### config.mk
export PLATFORM = sky130hd
export DESIGN_NAME = serial_split_ctrl
export DESIGN_NICKNAME = d
export VERILOG_FILES = /design/src/rtl/serial_split_ctrl.sv
export SDC_FILE = /design/constraint.sdc
export NUM_CORES = 1
export LEC_CHECK = 0
export ABC_CLOCK_PERIOD_IN_PS = 2600
export CAP_MARGIN = 25
export CORE_UTILIZATION = 45
export DETAILED_ROUTE_END_ITERATION = 6
export HOLD_SLACK_MARGIN = 0.12
export PLACE_DENSITY_LB_ADDON = 0.1
export SLEW_MARGIN = 20
export SYNTH_ARGS = -nofsm -noshare
export SYNTH_HDL_FRONTEND = slang
export SYNTH_SLANG_ARGS = --single-unit
### constraint.sdc
create_clock -name clk_i -period 2.6 [get_ports clk_i]
set_input_delay 0.65 -clock clk_i [delete_from_list [all_inputs] [get_ports clk_i]]
set_output_delay 0.65 -clock clk_i [all_outputs]
set_load 0.005 [all_outputs]
### src/rtl/serial_split_ctrl.sv
`default_nettype none
// ============================================================================
// Module      : serial_split_ctrl
// Description : Slave-side split-transaction sequencer for the bit-serial bus.
//               Holds the bus while the slave prepares read data. If the slave
//               is slow, it releases the bus through a split and later signals
//               completion to the arbiter. The total wait is bounded by a
//               timeout that produces an error response.
// Revision    : 1.0 - initial release
// ============================================================================
module serial_split_ctrl #(
  parameter int unsigned SPLIT_THRESH = 4,    // WAIT cycles before a split (>= 1)
  parameter int unsigned TIMEOUT      = 256   // SPLIT cycles before forced error (>= 2)
) (
  input  logic       clk_i,
  input  logic       rst_ni,
  input  logic       txn_start_i,
  input  logic       txn_master_i,
  input  logic       slave_ready_i,
  input  logic       frame_done_i,
  output logic       busy_o,
  output logic       hold_o,
  output logic       split_start_o,
  output logic       split_done_o,
  output logic [1:0] split_owner_o,
  output logic       resp_valid_o,
  output logic       resp_err_o
);

  // Counter width is derived from the timeout; SPLIT_THRESH is expected to
  // stay below TIMEOUT so its terminal value fits the same counter.
  localparam int unsigned    CNT_W     = $clog2(TIMEOUT + 1);
  localparam logic [CNT_W-1:0] THRESH_LAST  = CNT_W'(SPLIT_THRESH - 1);
  localparam logic [CNT_W-1:0] TIMEOUT_LAST = CNT_W'(TIMEOUT - 1);

  typedef enum logic [1:0] {
    ST_IDLE  = 2'd0,
    ST_WAIT  = 2'd1,
    ST_SPLIT = 2'd2,
    ST_RESP  = 2'd3
  } state_e;

  state_e           state_q, state_d;
  logic [CNT_W-1:0] cnt_q, cnt_d;
  logic [CNT_W-1:0] cnt_inc;
  logic [1:0]       owner_q, owner_d;
  logic             err_q, err_d;
  logic             busy_q, busy_d;
  logic             hold_q, hold_d;
  logic             split_start_q, split_start_d;
  logic             split_done_q, split_done_d;
  logic             resp_valid_q, resp_valid_d;
  logic             resp_err_q, resp_err_d;

  // Next-state, counter and registered-output decode
  always_comb begin
    state_d       = state_q;
    cnt_d         = cnt_q;
    owner_d       = owner_q;
    err_d         = err_q;
    split_start_d = 1'b0;
    split_done_d  = 1'b0;
    // Saturating increment: the counter never wraps inside one state.
    cnt_inc       = (&cnt_q) ? cnt_q : cnt_q + 1'b1;

    unique case (state_q)
      ST_IDLE: begin
        if (txn_start_i) begin
          state_d = ST_WAIT;
          cnt_d   = '0;
          owner_d = txn_master_i ? 2'b10 : 2'b01;
          err_d   = 1'b0;
        end
      end
      ST_WAIT: begin
        // Ready wins over the threshold in the same cycle: no split issued.
        if (slave_ready_i) begin
          state_d = ST_RESP;
          cnt_d   = '0;
        end else if (cnt_q == THRESH_LAST) begin
          state_d       = ST_SPLIT;
          cnt_d         = '0;
          split_start_d = 1'b1;
        end else begin
          cnt_d = cnt_inc;
        end
      end
      ST_SPLIT: begin
        // Ready wins over the timeout in the same cycle: no error flagged.
        if (slave_ready_i) begin
          state_d      = ST_RESP;
          cnt_d        = '0;
          split_done_d = 1'b1;
        end else if (cnt_q == TIMEOUT_LAST) begin
          state_d      = ST_RESP;
          cnt_d        = '0;
          err_d        = 1'b1;
          split_done_d = 1'b1;
        end else begin
          cnt_d = cnt_inc;
        end
      end
      ST_RESP: begin
        if (frame_done_i) begin
          state_d = ST_IDLE;
          owner_d = 2'b00;
          err_d   = 1'b0;
        end
      end
      default: begin
        state_d = ST_IDLE;
        cnt_d   = '0;
        owner_d = 2'b00;
        err_d   = 1'b0;
      end
    endcase

    // Level outputs follow the state being entered so they line up with it.
    busy_d       = (state_d != ST_IDLE);
    hold_d       = (state_d == ST_WAIT);
    resp_valid_d = (state_d == ST_RESP);
    resp_err_d   = (state_d == ST_RESP) && err_d;
  end

  // State, counter, owner/error flags and output registers
  always_ff @(posedge clk_i or negedge rst_ni) begin
    if (!rst_ni) begin
      state_q       <= ST_IDLE;
      cnt_q         <= '0;
      owner_q       <= 2'b00;
      err_q         <= 1'b0;
      busy_q        <= 1'b0;
      hold_q        <= 1'b0;
      split_start_q <= 1'b0;
      split_done_q  <= 1'b0;
      resp_valid_q  <= 1'b0;
      resp_err_q    <= 1'b0;
    end else begin
      state_q       <= state_d;
      cnt_q         <= cnt_d;
      owner_q       <= owner_d;
      err_q         <= err_d;
      busy_q        <= busy_d;
      hold_q        <= hold_d;
      split_start_q <= split_start_d;
      split_done_q  <= split_done_d;
      resp_valid_q  <= resp_valid_d;
      resp_err_q    <= resp_err_d;
    end
  end

  assign busy_o        = busy_q;
  assign hold_o        = hold_q;
  assign split_start_o = split_start_q;
  assign split_done_o  = split_done_q;
  assign split_owner_o = owner_q;
  assign resp_valid_o  = resp_valid_q;
  assign resp_err_o    = resp_err_q;

endmodule
`default_nettype wire

=== After elaboration in Yosys (flattened, before gate mapping) ===
Cells that the tools add are included.

* Register bits after elaboration: 20
* Bits of input ports: 6
* Output and inout port bits: 8
* Logic and storage cells: 57

* Add/subtract/negate cells: 1
* Eq/ne operators: 9
* Mux-type cells: 29
* Reductions and logical operators: 8

{| class="wikitable"
|+ Operator list
! kind !! count
|-
| 2-to-1 mux 9 bit || 6
|-
| case mux 9 bit (3 select lines) || 1
|-
| 2-to-1 mux 2 bit || 9
|-
| 2-to-1 mux 1 bit || 10
|-
| adder 9 x 1 -> 9 bit (second input constant) || 1
|-
| equality test 9 x 2 -> 1 bit (second input constant) || 1
|-
| equality test 9 x 8 -> 1 bit (second input constant) || 1
|-
| AND reduction 9 bit || 1
|-
| case mux 2 bit (4 select lines) || 1
|-
| equality test 2 bit (second input constant) || 3
|-
| equality test 2 x 1 -> 1 bit (second input constant) || 2
|-
| != test 2 bit (second input constant) || 2
|-
| case mux 2 bit (2 select lines) || 1
|-
| nonzero test 2 bit || 2
|-
| case mux 1 bit (3 select lines) || 1
|-
| AND reduction 3 bit || 1
|-
| nonzero test 3 bit || 1
|-
| logical NOT 2 bit || 1
|-
| AND reduction 2 bit || 1
|-
| logical AND 1 bit || 1
|}

=== Logic depth before layout (Yosys ltp) ===
* Depth in word-level cells: 6
* Depth in mapped cells: 7
* Gate-level depth less buffers: 7

=== Least setup slack after synthesis ===
No wires, ideal clock.

* Path type: reg2reg
* Start point: reg state_q[0]
* End point: reg cnt_q[6]
* Setup time: 0.087 ns
* Arrival: 1.690 ns
* Slack: 0.823 ns
* Stages on the path, launching flop included: 7
* Buffers on the path: 0
* Clock period less this slack: 1.777 ns
* Cell sequence: dfrtp_1 -> inv_1 -> ha_1 -> nand2b_1 -> nand3_1 -> or4_1 -> a22oi_1

* Longest elaborated chain between the ends: 3
* Elaborated cells between the ends (all ways): 7
* Those cells by class: eq/ne (3); mux (1); reduce/logical (3)

{| class="wikitable"
|+ Ends and longest elaborated chain
! element !! RTL line !! text
|-
| from (decl) || 43 || <nowiki>state_e state_q, state_d;</nowiki>
|-
| from (signal assigned) || 139 || <nowiki>state_q <= state_d;</nowiki>
|-
| equality test 2 bit, or another cell as far along || 66 || <nowiki>unique case (state_q)</nowiki>
|-
| nonzero test 3 bit (no source line) or != test 2 bit (tied branches) || - ||
|-
| AND reduction 2 bit (no source line) || - ||
|-
| to (signal assigned) || 140 || <nowiki>cnt_q <= cnt_d;</nowiki>
|-
| to (decl) || 44 || <nowiki>logic [CNT_W-1:0] cnt_q, cnt_d;</nowiki>
|}

Parallel ways exist; a longest one is shown, timed or not.
A chain may end at the register's enable or synchronous reset.

=== Final worst setup path ===
* Start point: reg state_q[0]
* End point: reg cnt_q[4]

Same word-level chain as after synthesis.

==> metrics.yaml <==
cts_setup_buffers: 0
track_usage_pct: 19.8
slew_headroom_pct: 52.2
slew_violations: 0
ys_seq_elements: 20
async_flop_share_pct: 100
ff2ff_path_depth: 6
synthFlopType: "dfrtp_1"
htreeDepth: 1
drv_cap: 0
die_x_um: 54.0
syn_nets: 135
pin_count: 14
outcome: "complete, no violations"
placement_rows: 18
fmax_mhz: 463
fillerInstances: 228
core_area_sq_um: 2520
via_per_inst: 5.82
worstPathMaxFanout: 10
grt_setup_unrepaired: "no"
grt_max_degree: 21
path_clk_slew_ns: 0.11
cts_tree: "done"
setup_violations: 0
synth_seq_area_share_pct: 41.2
r2r_start: "state_q[0]"
worstPathArrival_ns: 2.38
wl_per_cell_um: 14.6
cp_top_family: "simple AND/OR/NAND/NOR gates"
antenna_found_initial: 0
root_buffer: "clkbuf_4"
endpoint: "cnt_q[4]"
crit_required_ns: 2.82
crit_slowest_cell: "nor2_1"
overflow: 0
worst_path_largest_cell_delay_ns: 0.56
dr.pass1.iters: 4
path_buf_inv: 1
place_congestion: 0.785
grt_pass1_wl_um: 4090
yosysWarnings: 0
chipHeight_um: 54.0
syn-cell-area_sq_um: 1210
wl_um: 2480
rrSetupSlack_ns: 0.44
cts_buffer_depth: 2
synth_cell_types: 46
min_period_over_period_pct: 83.1
worstHoldPathType: "flop to flop"
synth_edf_count: 0
synthCells: 122
port_buffers: 13
worstSetupStartpoint: "state_q[0]"
finalPower_mw: 1.27
area_delta_synth_final_pct: 18.3
grt_pass1_vias: 946
path_class: "flop to flop"
antenna_cells: 0
cp-start-kind: "flop"
ant_nets: 0
dp_hpwl_um: 1920
cp.depth: 6
multi_input_area_sq_um: 683
cts_hold_buf: 0
final_common_cell: "dfrtp_1"
clk_latency_ns: 0.30
drt-initial-drc-count: 13
setup.worst_path.end_class: "flop"
initial_core_util_pct: 48.2
die-area_sq_um: 2910
ir_worst_vdd_v: 0.000601
min_period_ns: 2.16
cts.sinks: 20
cts_resized: 0
tightest_slew_ns: 0.715
num_vias: 984
drc_errors: 0
regArea_sq_um: 500
leakage_nw: 0.612
r2r_end: "cnt_q[4]"
hold_viol: 0
final_nets: 153
setup_tns_ns: 0
drive_gt1_share_pct: 10.1
mostFrequentLayoutCells: "dfrtp_1, clkdlybuf4s50_1, a21oi_1"
fin_skew_ns: 0.00703
cellPowerDensity_nw_per_um2: 881
postSynthAreaPerCell_sq_um: 9.96
cts_buffers: 3
path_cells: "inv_1 -> ha_1 -> nor2b_1 -> nor2_1 -> a41oi_1 -> a221oi_2"
-- cell families after synthesis --
kind of cell             count (synthesis)  share of synthesized area, %
AND/OR/NAND/NOR                         46                          23.0
AO/OA/AOI/OAI                           38                          23.8
flip-flops                              20                          41.2
buffers and inverters                    8                          2.57
adder cells (fa/ha/maj)                  7                          7.21
XOR/XNOR                                 2                          1.44
multiplexers                             1                         0.824
-- cells in the mapped netlist (2+ instances only) --
cell	count	area share [%]
nand4_1	4	2.1
ha_1	7	7.2
o21ai_0	5	2.1
and2_1	2	1.0
a21oi_1	11	4.5
nand2_1	7	2.2
o31ai_1	2	1.2
inv_1	6	1.9
nor2_1	7	2.2
dfrtp_1	20	41
nand3_1	6	2.5
and3_1	2	1.0
nor2b_1	2	1.0
nand2b_1	4	2.1
o21ai_1	2	0.82
nor3_1	3	1.2
xor2_1	2	1.4
a22oi_1	2	1.2
-- flip-flops by register name, summed over array words and instances, names as in the netlist --
| name | count |
|---|---|
| busy_o | 1 |
| split_start_o | 1 |
| cnt_q | 9 |
| split_owner_o | 2 |
| split_done_o | 1 |
| state_q | 2 |
| err_q | 1 |
| resp_err_o | 1 |
| hold_o | 1 |
| resp_valid_o | 1 |
-- worst min-delay path by stage --
stage,start,endpoint,slack (ns),depth (start not counted)
after floorplan,rst_ni,busy_o,0.35,0
after global placement,split_owner_o[1],split_owner_o[1],0.49,2
after detailed placement,split_owner_o[1],split_owner_o[1],0.50,2
after CTS,split_owner_o[1],split_owner_o[1],0.53,2
after global routing,split_owner_o[1],split_owner_o[1],0.56,2
final,split_owner_o[1],split_owner_o[1],0.52,2
-- routing by layer --
metal,GRT usage (%),share of wire (%),vias to the layer above
li1,-,-,491
met1,23.5,47,473
met2,34.8,49,15
met3,2.54,2.1,5
met4,9.21,2.1,0
met5,0,0,-
-- final cells by class --
type	instances	area share, %
clock inverters	1	2.09
repair buffers	14	9.57
flip-flops and latches	20	34.8
multi-input cells	94	47.5
well taps	30	2.61
clock buffers	3	1.57
inverters	7	1.83
-- report_power, final --
part / internal, mW / switching (mW)
Combinational: 0.238 / 0.344
Clock: 0.156 / 0.0942
Sequential: 0.377 / 0.0572
-- per-stage QoR --
stage | setup slack (ns) | instance area (sq um) | hold slack (ns) | std cells | utilization (%)
floorplan | 0.823 | 1210 | 0.354 | 122 | -
global placement | 0.329 | 1390 | 0.487 | 165 | 54.9
detailed placement | 0.254 | 1390 | 0.500 | 165 | 54.9
CTS | 0.437 | 1440 | 0.525 | 169 | 57.0
global route | 0.312 | 1440 | 0.560 | 169 | 57.0
finish | 0.440 | 1440 | 0.524 | 169 | 57.0
-- worst min-delay path, delay by kind of cell, from the launching register on --
family	cells	cell delay (ns)
compound gates	1	0.06
simple gates	1	0.05
flops	1	0.39
Note: power is estimated with default switching activity, not from simulation.
==> patch, RTL diff (same flow settings) <==
Set the parameter `TIMEOUT` to 512 (it was 256).
--- a/src/rtl/serial_split_ctrl.sv
+++ b/src/rtl/serial_split_ctrl.sv
@@ -12,3 +12,3 @@
   parameter int unsigned SPLIT_THRESH = 4,    // WAIT cycles before a split (>= 1)
-  parameter int unsigned TIMEOUT      = 256   // SPLIT cycles before forced error (>= 2)
+  parameter int unsigned TIMEOUT      = 512   // SPLIT cycles before forced error (>= 2)
 ) (
Function: same outputs for any inputs over 10 cycles, from zero or initial values and one cycle with rst_ni low; that may be too few to reach the edited logic, so the function may still have changed.
==> patch against the original RTL <==
Synthesized cell count is 8.2% higher. First-iteration DRC count rose to 2.7 times the old value. Routed wire length down 1.5%. Total power is 13% lower. Synthesized area down 0.62%. Critical path depth increased by 2. Via count up 7.1%. Sequential cell count rose by 1. Worst setup slack got worse by 0.085 ns. Final area is 1.5% lower. Non-clock buffer count up 4. Critical endpoint unchanged.
==> patch: results (changes against the original RTL) <==
Parameter                              Value

Status
  Status ... finished, final reports clean (unchanged)

Detailed routing
  Routed via count ... 1,054 (was 984)
  Detailed router's first-iteration violation count ... 35 (was 13)
  Detail-routed via count per cell ... 5.82 (about the same)
  Total detailed-routing wirelength ... 2.44 mm (was 2.48 mm)

Cells and area
  Net count, final ... 164 (was 153)
  Total of fill cells in the finished design ... 230 (was 228)
  Number of flip-flops in the largest register ... 10 (was 9)
  Fraction of final layout cells sized beyond drive strength 1 ... 0.0993 (was 0.101)

Logic synthesis
  Post-synth net total ... 144 (was 135)
  Gate count of the mapped netlist ... 132 (was 122)
  Leading post-synthesis cells by cell area ... dfrtp_1, ha_1, a21oi_1 (unchanged)
  Top cells by instance count after synthesis ... dfrtp_1, nand2_1, a21oi_1, nor2_1, nand3_1 (was dfrtp_1, a21oi_1, ha_1, nand2_1, nor2_1)

Timing
  Slew margin rel. ... 0.697 (was 0.522)
  Final clock skew ... 0.00673 ns (was 0.00703 ns)
  Final period utilization ... 0.863 (was 0.831)

Pwr
  Peak supply drop ... 0.000470 V (was 0.000601 V)
  Pleak ... 0.595 nW (was 0.612 nW)
  Switching fraction of total power ... 0.388 (was 0.391)

Global routing
  Maximum number of pins on one net before global-route repair ... 22 (was 21)
  First-pass GRT wire length ... 3.91 mm (was 4.09 mm)
  Number of global-route vias before repair ... 923 (was 946)
  Global-route usage over all layers ... 0.191 (was 0.198)

Min path
  Worst Hold End ... err_q$_DFF_PN0_ (was split_owner_o[1]$_DFFE_PN0P_)
  Number of cells on the worst hold path ... 1 (was 2)
  Startpoint of the tightest hold check path ... err_q$_DFF_PN0_ (was split_owner_o[1]$_DFFE_PN0P_)

Place
  Placement Setup Slack ... 0.0638 ns (was 0.254 ns)
  Placer Congestion ... 0.820 (was 0.785)

Critical path
  Register-to-Register Setup Slack ... 0.36 ns (was 0.44 ns)
  Largest fanout of any net on the critical path ... 19 (was 10)
  R2r worst-path depth ... 8 (was 6)
  Type of the worst setup path ... reg -> reg (unchanged)
[patch: cell types whose count changed after synthesis, sizes merged, moves of 3 or more]
cell / unedited run / this run
nand2: 7 / 16
a31oi: 0 / 6
a21oi: 11 / 14
nor2: 7 / 10
[patch: area by class of cell]
cell class / count / share of cell area
clock buffers: 3 / 0.0159
repair buffers: 18 / 0.118
clock inverters: 1 / 0.00353
well taps: 30 / 0.0265
flip-flops and latches: 21 / 0.371
multi-input cells: 101 / 0.446
inverters: 7 / 0.0186
[patch: kinds of logic after synthesis]
logic type / count (synthesis) / share of synthesized area
AOI/OAI and AO/OA: 37 / 0.197
adders and majority gates: 6 / 0.0622
buffers and inverters: 10 / 0.0415
DFF: 21 / 0.435
and+or+nand+nor: 58 / 0.264
[patch: metrics by stage]
step	hold slack [ns]	cell area (sq um)
floorplan	0.354	1210
finish	0.520	1420
detailed placement	0.487	1390
global placement	0.487	1390
global route	0.550	1420
CTS	0.518	1420
[patch: critical path, cell delays in order (launching register included)]
cell and delay [ns]:
dfrtp_1 0.42, inv_1 0.12, ha_1 0.29, nor2b_4 0.16, or4b_4 0.51, o2bb2ai_2 0.15, buf_4 0.23, a41oi_1 0.14
a31oi_1 0.15
[patch: power by group through the flow]
stage          combinational [mW]  sequential, mW  clock [mW]
2_1_floorplan               0.353           0.433           0
3_3_place_gp                0.507           0.434           0
3_5_place_dp                0.517           0.438           0
4_1_cts                     0.518           0.431       0.166
5_1_grt                     0.578           0.440       0.180
6_report                    0.518           0.431       0.156
[patch: per-layer routing]
metal | track usage | part of all wire | up-vias
met3 | 0.0339 | 0.030 | 2
met4 | 0.0746 | 0.0078 | 0
met2 | 0.331 | 0.50 | 18
met1 | 0.232 | 0.46 | 512
li1 | - | - | 522
met5 | 0 | 0 | -
